$ cat config.mk
export PLATFORM = sky130hd
export DESIGN_NAME = regfile_dump
export DESIGN_NICKNAME = d
export VERILOG_FILES = /design/src/rtl/regfile_dump_pkg.sv /design/src/rtl/regfile_dump.sv
export SDC_FILE = /design/constraint.sdc
export NUM_CORES = 1
export LEC_CHECK = 0
export ABC_AREA = 1
export CAP_MARGIN = 25
export CORE_ASPECT_RATIO = 0.75
export CORE_UTILIZATION = 25
export DETAILED_ROUTE_END_ITERATION = 16
export MAX_ROUTING_LAYER = met4
export SLEW_MARGIN = 20
export SYNTH_ARGS = -nofsm -noshare
export SYNTH_HDL_FRONTEND = slang
export SYNTH_SLANG_ARGS = --single-unit
export TNS_END_PERCENT = 100
$ cat constraint.sdc
create_clock -name clk -period 2.1 [get_ports clk]
set_clock_uncertainty 0.1 [all_clocks]
set_input_delay 0.315 -clock clk [delete_from_list [all_inputs] [get_ports clk]]
set_output_delay 0.315 -clock clk [all_outputs]
set_load 0.02 [all_outputs]
$ cat src/rtl/regfile_dump_pkg.sv
// rtl/regfile_dump_pkg.sv - shared types and constants for the register file dump reader
package regfile_dump_pkg;

    typedef enum logic [2:0] {
        IDLE,
        HDR,
        ADDR,
        DATA,
        CKSUM,
        DONE
    } dumpState_t;

    localparam logic [7:0] HDR_BYTE       = 8'hA5;
    localparam int         BYTES_PER_WORD = 4;

endpackage

$ cat src/rtl/regfile_dump.sv
// rtl/regfile_dump.sv - walks a register range and streams it as a framed, checksummed byte packet
module regfile_dump
    import regfile_dump_pkg::*;
#(
    parameter int NUM_REGS = 32,
    parameter int ADDR_W   = $clog2(NUM_REGS),
    parameter int DATA_W   = 32
) (
    input  logic              clk,
    input  logic              reset,
    input  logic              Start,
    input  logic [ADDR_W-1:0] FirstReg,
    input  logic [ADDR_W-1:0] LastReg,
    output logic [ADDR_W-1:0] DumpReg,
    input  logic [DATA_W-1:0] DumpData,
    output logic [7:0]        ByteOut,
    output logic              ByteValid,
    input  logic              ByteReady,
    output logic              Busy,
    output logic              Done
);

    dumpState_t        state;
    dumpState_t        nextState;

    logic [ADDR_W-1:0] lastReg;
    logic              emptyRange;
    logic [DATA_W-1:0] shiftReg;
    logic [1:0]        byteIdx;
    logic [7:0]        checksum;

    logic [7:0]        nByteOut;
    logic              nByteValid;
    logic [ADDR_W-1:0] nDumpReg;
    logic [ADDR_W-1:0] nLastReg;
    logic              nEmptyRange;
    logic [DATA_W-1:0] nShiftReg;
    logic [1:0]        nByteIdx;
    logic [7:0]        nChecksum;

    logic              xfer;
    logic              lastByte;
    logic              atLastReg;
    logic [ADDR_W-1:0] incReg;
    logic [7:0]        dataCs;

    assign xfer      = ByteValid && ByteReady;
    assign lastByte  = (byteIdx == 2'(BYTES_PER_WORD - 1));
    assign atLastReg = (DumpReg == lastReg);
    assign incReg    = DumpReg + ADDR_W'(1);
    // In DATA the byte on the wire is always shiftReg[7:0], so fold that into the checksum.
    assign dataCs    = checksum ^ shiftReg[7:0];

    always_ff @(posedge clk) begin
        if (reset) begin
            state <= IDLE;
        end else begin
            state <= nextState;
        end
    end

    always_comb begin
        nextState = state;
        case (state)
            IDLE:    if (Start) nextState = HDR;
            HDR:     if (xfer) nextState = emptyRange ? CKSUM : ADDR;
            ADDR:    if (xfer) nextState = DATA;
            DATA:    if (xfer && lastByte) nextState = atLastReg ? CKSUM : ADDR;
            CKSUM:   if (xfer) nextState = DONE;
            DONE:    nextState = IDLE;
            default: nextState = IDLE;
        endcase
    end

    // Next-value logic for the registered stream outputs and the walk datapath.
    always_comb begin
        nByteOut    = ByteOut;
        nByteValid  = ByteValid;
        nDumpReg    = DumpReg;
        nLastReg    = lastReg;
        nEmptyRange = emptyRange;
        nShiftReg   = shiftReg;
        nByteIdx    = byteIdx;
        nChecksum   = checksum;
        case (state)
            IDLE: begin
                if (Start) begin
                    nByteOut    = HDR_BYTE;
                    nByteValid  = 1'b1;
                    nDumpReg    = FirstReg;
                    nLastReg    = LastReg;
                    nEmptyRange = (FirstReg > LastReg);
                    nChecksum   = 8'h00;
                end
            end
            HDR: begin
                if (xfer) begin
                    nByteOut = emptyRange ? checksum : 8'(DumpReg);
                end
            end
            ADDR: begin
                if (xfer) begin
                    nChecksum = checksum ^ ByteOut;
                    nShiftReg = DumpData;
                    nByteIdx  = 2'd0;
                    nByteOut  = DumpData[7:0];
                end
            end
            DATA: begin
                if (xfer) begin
                    nChecksum = dataCs;
                    if (lastByte) begin
                        if (atLastReg) begin
                            nByteOut = dataCs;
                        end else begin
                            nDumpReg = incReg;
                            nByteOut = 8'(incReg);
                        end
                    end else begin
                        nShiftReg = shiftReg >> 8;
                        nByteIdx  = byteIdx + 2'd1;
                        nByteOut  = shiftReg[15:8];
                    end
                end
            end
            CKSUM: begin
                if (xfer) begin
                    nByteValid = 1'b0;
                    nByteOut   = 8'h00;
                end
            end
            default: begin
            end
        endcase
    end

    always_ff @(posedge clk) begin
        if (reset) begin
            ByteOut    <= 8'h00;
            ByteValid  <= 1'b0;
            DumpReg    <= '0;
            lastReg    <= '0;
            emptyRange <= 1'b0;
            shiftReg   <= '0;
            byteIdx    <= 2'd0;
            checksum   <= 8'h00;
        end else begin
            ByteOut    <= nByteOut;
            ByteValid  <= nByteValid;
            DumpReg    <= nDumpReg;
            lastReg    <= nLastReg;
            emptyRange <= nEmptyRange;
            shiftReg   <= nShiftReg;
            byteIdx    <= nByteIdx;
            checksum   <= nChecksum;
        end
    end

    assign Busy = (state != IDLE);
    assign Done = (state == DONE);

endmodule

======== Word level (Yosys, flattened, before mapping) ========
Cells that the tools add are included.
storage, ports and cells
  output and inout bits ................... 16
  word-level logic and storage cells ...... 83
  input port bits ......................... 46
  register bits after elaboration ......... 65
operators by class
  mux-type cells .......................... 37
  bitwise operators ....................... 2
  reductions and logical operators ........ 16
  equal/unequal tests ..................... 16
  add/subtract/negate cells ............... 2
  $lt $le $gt $ge ......................... 1
operator list
  operator               number
  $mux W32               3
  $mux W8                11
  $pmux W32 S2           1
  $pmux W8 S5            1
  $pmux W8 S3            1
  $mux W3                7
  $mux W5                4
  $ne A2 B2 Y1 const B   9
  $xor A8 B8 Y8          2
  $pmux W3 S5            1
  $pmux W5 S2            1
  $reduce_and A5 Y1      2
  $reduce_and A4 Y1      2
  $eq A3 B2 Y1 const B   2
  $eq A3 B3 Y1 const B   2
  $mux W2                3
  $reduce_and A6 Y1      1
  $reduce_bool A2 Y1     3
  $reduce_bool A3 Y1     2
  $add A5 B1 Y5 const B  1
  $eq A5 B5 Y1           1
  $gt A5 B5 Y1           1
  $reduce_bool A5 Y1     1
  $pmux W2 S2            1
  9 further kinds        11

======== Depth between registers and ports, before layout ========
  depth after elaboration ................. 5
  depth in mapped cells ................... 13
  depth with buffers taken out ............ 11

======== Least setup slack after synthesis ========
No wires, ideal clock.
  path type ............................... reg2reg
  start point ............................. register DumpReg[1]
  end point ............................... register DumpReg[0]
  setup time .............................. 0.070 ns
  period minus slack after synthesis ...... 1.732 ns
  stages on the path, launching flop included .. 11
  data required time ...................... 1.930 ns
  slack ................................... 0.368 ns
  data arrival time ....................... 1.562 ns
  path buffers ............................ 0
  cells stage by stage .................... dfxtp_1 > inv_1 > nand2_1 > nand2_1 > nor2_1 > nand3_2 > inv_2 > nand2_1 > nand2_2 > o21ai_0 > a21oi_1
on the way
  word-level cells in the longest chain between the ends .. 3
RTL lines
  what                         RTL line             source
  start: declaration           regfile_dump.sv:14   output logic [ADDR_W-1:0] DumpReg,
  start signal: assignment     regfile_dump.sv:150  DumpReg <= nDumpReg;
  $eq A5 B5 Y1                 regfile_dump.sv:49   assign atLastReg = (DumpReg == lastReg);
  $ne A2 B2 Y1 (no line)       -
  $reduce_and A5 Y1 (no line)  -
No other way between the ends.
A chain may end at the register's enable or synchronous reset.

======== Worst setup path after layout ========
  start point ............................. register state[2]
  end point ............................... register shiftReg[26]
on the way
  word-level cells in the longest chain between the ends .. 3
  elaborated cells on any way between the ends .. 8
  classes of those cells .................. eq/ne (5); mux (1); reduce/logical (2)
RTL lines
  what                                                                 RTL line             source
  start: declaration                                                   regfile_dump.sv:23   dumpState_t state;
  start signal: assignment                                             regfile_dump.sv:58   state <= nextState;
  $eq A3 B2 Y1                                                         regfile_dump.sv:85   case (state)
  $ne A2 B2 Y1 (no line) / $reduce_bool A2 Y1 (equally long branches)  -
  $reduce_and A4 Y1 (no line)                                          -
  end signal: assignment                                               regfile_dump.sv:153  shiftReg <= nShiftReg;
  end: declaration                                                     regfile_dump.sv:28   logic [DATA_W-1:0] shiftReg;
Several ways; a longest one is shown, not always the timed one.

==> reports/metrics.csv <==
metric,value,unit
first_pass_iters,10,
power_switching,2.335,mW
ys_ff_latch,65,
synth-edff-count,0,
setup_viol,0,
synthArstFlopShare,0,%
clk_pin_slew,0.06,ns
cts_sinks,65,
worstPathMaxFanout,60,
ctsResizeCount,0,
fmax,520.0,MHz
p_comb_share,42.8,%
gr-usage-all-layers,15.97,%
min_path_cells,2,
slowest_delay,0.33,ns
drtIter0Drc,316,
cts_tree,built,
utilization,35.13,%
syn_inst,508,
insertion_delay,0.34,ns
synth_area_leaders,"dfxtp_1 37%, nand2_1 14%, o21ai_0 5.2%",
rsz0062_at_grt,no,
cts_root_buf,clkbuf_16,
slew_viol_final,0,
reg2reg_from,state[2]$_SDFFE_PP0P_,
port_buffers,61,
place_congestion,0.8606,
synth_top_area_cell,dfxtp_1,
setup_tns,0,ns
regToRegSetupSlack,0.18,ns
crit_path_end_kind,flop,
core,13290,um2
hpwl,7686,um
hp-start,shiftReg[31]$_SDFFE_PP0P_,
vias_per_cell,4.845,
period_minus_slack,1.923,ns
h-tree-depth,3,
antenna_found_initial,0,
holdBufCountCts,0,
p_seq_share,30.8,%
fp.dieW,138.4,um
synth_area,3486,um2
cts_made_buffers,9,
synth.avg_cell_area,6.862,um2
irDropWorstVdd,0.3650,mV
p_int,3.186,mW
tightestPinTransition,0.5020,ns
fp-row-count,36,
wirelength,10610,um
nNetsFinal,625,
die-area,14420,um2
period_share,91.57,%
drc,4,
crit_path_frequent_cell,inv_2,
max-clock-path-buffers,2,
slowest_stage,dfxtp_1,
synth_warnings,0,
grt_max_degree,61,
initial_core_util,26.23,%
power.density,1183,nW/um2
ys_types,33,
die_y,104.3,um
r2r-end,shiftReg[26]$_SDFFE_PP0P_,
crit_arrival,2.04,ns
cts_setup_buffers,0,
violations,DRC,
yosysSeqAreaShare,37.33,%
vias,3624,
power.share.clock,26.4,%
relSlewSlack,66.30,%
grt_pass1_wl,17620,um
first_global_vias,3533,
antenna_cells,0,
gr-total-overflow,0,
finalNonFillerCells,748,
required,2.22,ns
hp-class,flop to flop,
ios,62,
crit_chain,inv_2 -> nand2_2 -> inv_2 -> nand2_2 -> nor2_4 -> inv_2 -> a21oi_4 -> buf_12 -> inv_2 -> nand2_1 -> a21oi_1,
post-synth-top-area-fraction,37.33,%
outcome,"complete, but fails checks",
synth_nets,561,
dp_cells,732,
cap_violations,0,
routedWlPerCell,14.18,um
syn2layout_area_growth,33.92,%
setup.worst_path.start_class,flop,
hold_viol,0,
synth_flop_cell,dfxtp_1,
min_to,shiftReg[31]$_SDFFE_PP0P_,
power_leakage,1.854,nW
path_class,flop to flop,
drive_gt1_share,10.23,%
swShare,42.29,%
final_antenna_net_count,0,
reg2reg_depth,11,
-- final cells by class --
cell class              count  area, um2
repair buffers             79      788.3
clock inverters             7      62.56
inverters                  45      168.9
fillers                  1381       8620
well taps                 171      214.0
flip-flops and latches     65       1301
clock buffers               9      225.2
multi-input cells         372       1908
-- logic make-up after synthesis --
group | Yosys count | synth area share, %
xor+xnor | 17 | 4.272
buf+inv | 71 | 8.148
fa+ha+maj | 7 | 2.512
flops | 65 | 37.33
compound gates | 135 | 22.22
simple gates | 213 | 25.52
-- Yosys cell counts (5+ instances only) --
cell      count
a211oi_1      6
a21oi_1      35
a31oi_1      27
buf_2         8
clkbuf_1     13
dfxtp_1      65
ha_1          7
inv_1        34
inv_2        11
nand2_1     134
nand2_2       5
nand3_1      24
nand4_1       6
nor2_1       33
o21ai_0      36
o21ai_1      18
xnor2_1       9
xor2_1        8
-- sequential cells by signal, indices dropped and copies added (netlist names) --
register,flops
checksum,8
shiftReg,32
byteIdx,2
emptyRange,1
ByteValid,1
DumpReg,5
ByteOut,8
state,3
lastReg,5
-- layout by cell type, fill, tap and decap left out, types with 3 or more instances in the layout --
| master | Yosys | final |
|---|---|---|
| xor2_1 | 8 | 8 |
| clkbuf_16 | 0 | 9 |
| a211oi_1 | 6 | 6 |
| clkdlybuf4s50_1 | 0 | 59 |
| nand3_1 | 24 | 24 |
| xnor2_1 | 9 | 9 |
| nor2_2 | 4 | 4 |
| inv_1 | 34 | 34 |
| o21ai_0 | 36 | 36 |
| nand2_1 | 134 | 134 |
| nand2_2 | 5 | 5 |
| a21oi_1 | 35 | 35 |
| ha_1 | 7 | 7 |
| buf_12 | 0 | 3 |
| nor3_1 | 3 | 3 |
| nand4_1 | 6 | 6 |
| o21ai_1 | 18 | 18 |
| nor2_1 | 33 | 33 |
| inv_2 | 11 | 11 |
| a31oi_1 | 27 | 27 |
| dfxtp_1 | 65 | 65 |
| o211ai_1 | 4 | 4 |
| clkinv_4 | 0 | 3 |
| buf_4 | 2 | 15 |
-- critical path, delay by kind of cell, from the launching register on --
family / cells / cell delay, ns
buf+inv: 5 / 0.66
compound gates: 2 / 0.20
simple gates: 4 / 0.50
flops: 1 / 0.33
-- routing by layer --
| metal | wire, um | share of wire, % | global-route usage, % |
|---|---|---|---|
| met5 | 0 | 0 | - |
| met4 | 177 | 1.7 | 6.260 |
| met2 | 4803 | 45 | 23.97 |
| met1 | 5192 | 49 | 20.95 |
| met3 | 437 | 4.1 | 3.269 |
-- worst max path at each step --
stage / start / end / slack [ns] / cells past startpoint
final: state[2]$_SDFFE_PP0P_ / shiftReg[26]$_SDFFE_PP0P_ / 0.18 / 11
after global routing: state[2]$_SDFFE_PP0P_ / shiftReg[26]$_SDFFE_PP0P_ / 0.02 / 11
after floorplan: DumpReg[1]$_SDFFE_PP0P_ / DumpReg[0]$_SDFFE_PP0P_ / 0.37 / 10
after CTS: state[0]$_SDFFE_PP0P_ / Done / 0.02 / 3
after detailed placement: ByteReady / ByteOut[6]$_SDFFE_PP0P_ / 0.12 / 8
after global placement: ByteReady / ByteOut[7]$_SDFFE_PP0P_ / 0.12 / 9
-- metrics by stage --
step | hold WS, ns | setup WS (ns) | power, mW | instance area [um2]
detailed placement | 0.3593 | 0.1193 | 4.049 | 4368
global placement | 0.3576 | 0.1155 | 4.014 | 4368
finish | 0.3659 | 0.1771 | 5.521 | 4668
global route | 0.3894 | 0.01527 | 5.914 | 4668
floorplan | 0.3445 | 0.3684 | 3.120 | 3486
CTS | 0.3695 | 0.01835 | 5.526 | 4656
-- power groups by stage --
| stage | combinational, mW | clock, mW | sequential [mW] |
|---|---|---|---|
| 2_1_floorplan | 1.34 | 0 | 1.78 |
| 3_3_place_gp | 2.29 | 0 | 1.72 |
| 3_5_place_dp | 2.32 | 0 | 1.73 |
| 4_1_cts | 2.33 | 1.49 | 1.70 |
| 5_1_grt | 2.62 | 1.56 | 1.74 |
| 6_report | 2.36 | 1.46 | 1.70 |
Note: power is estimated with default switching activity, not from simulation.
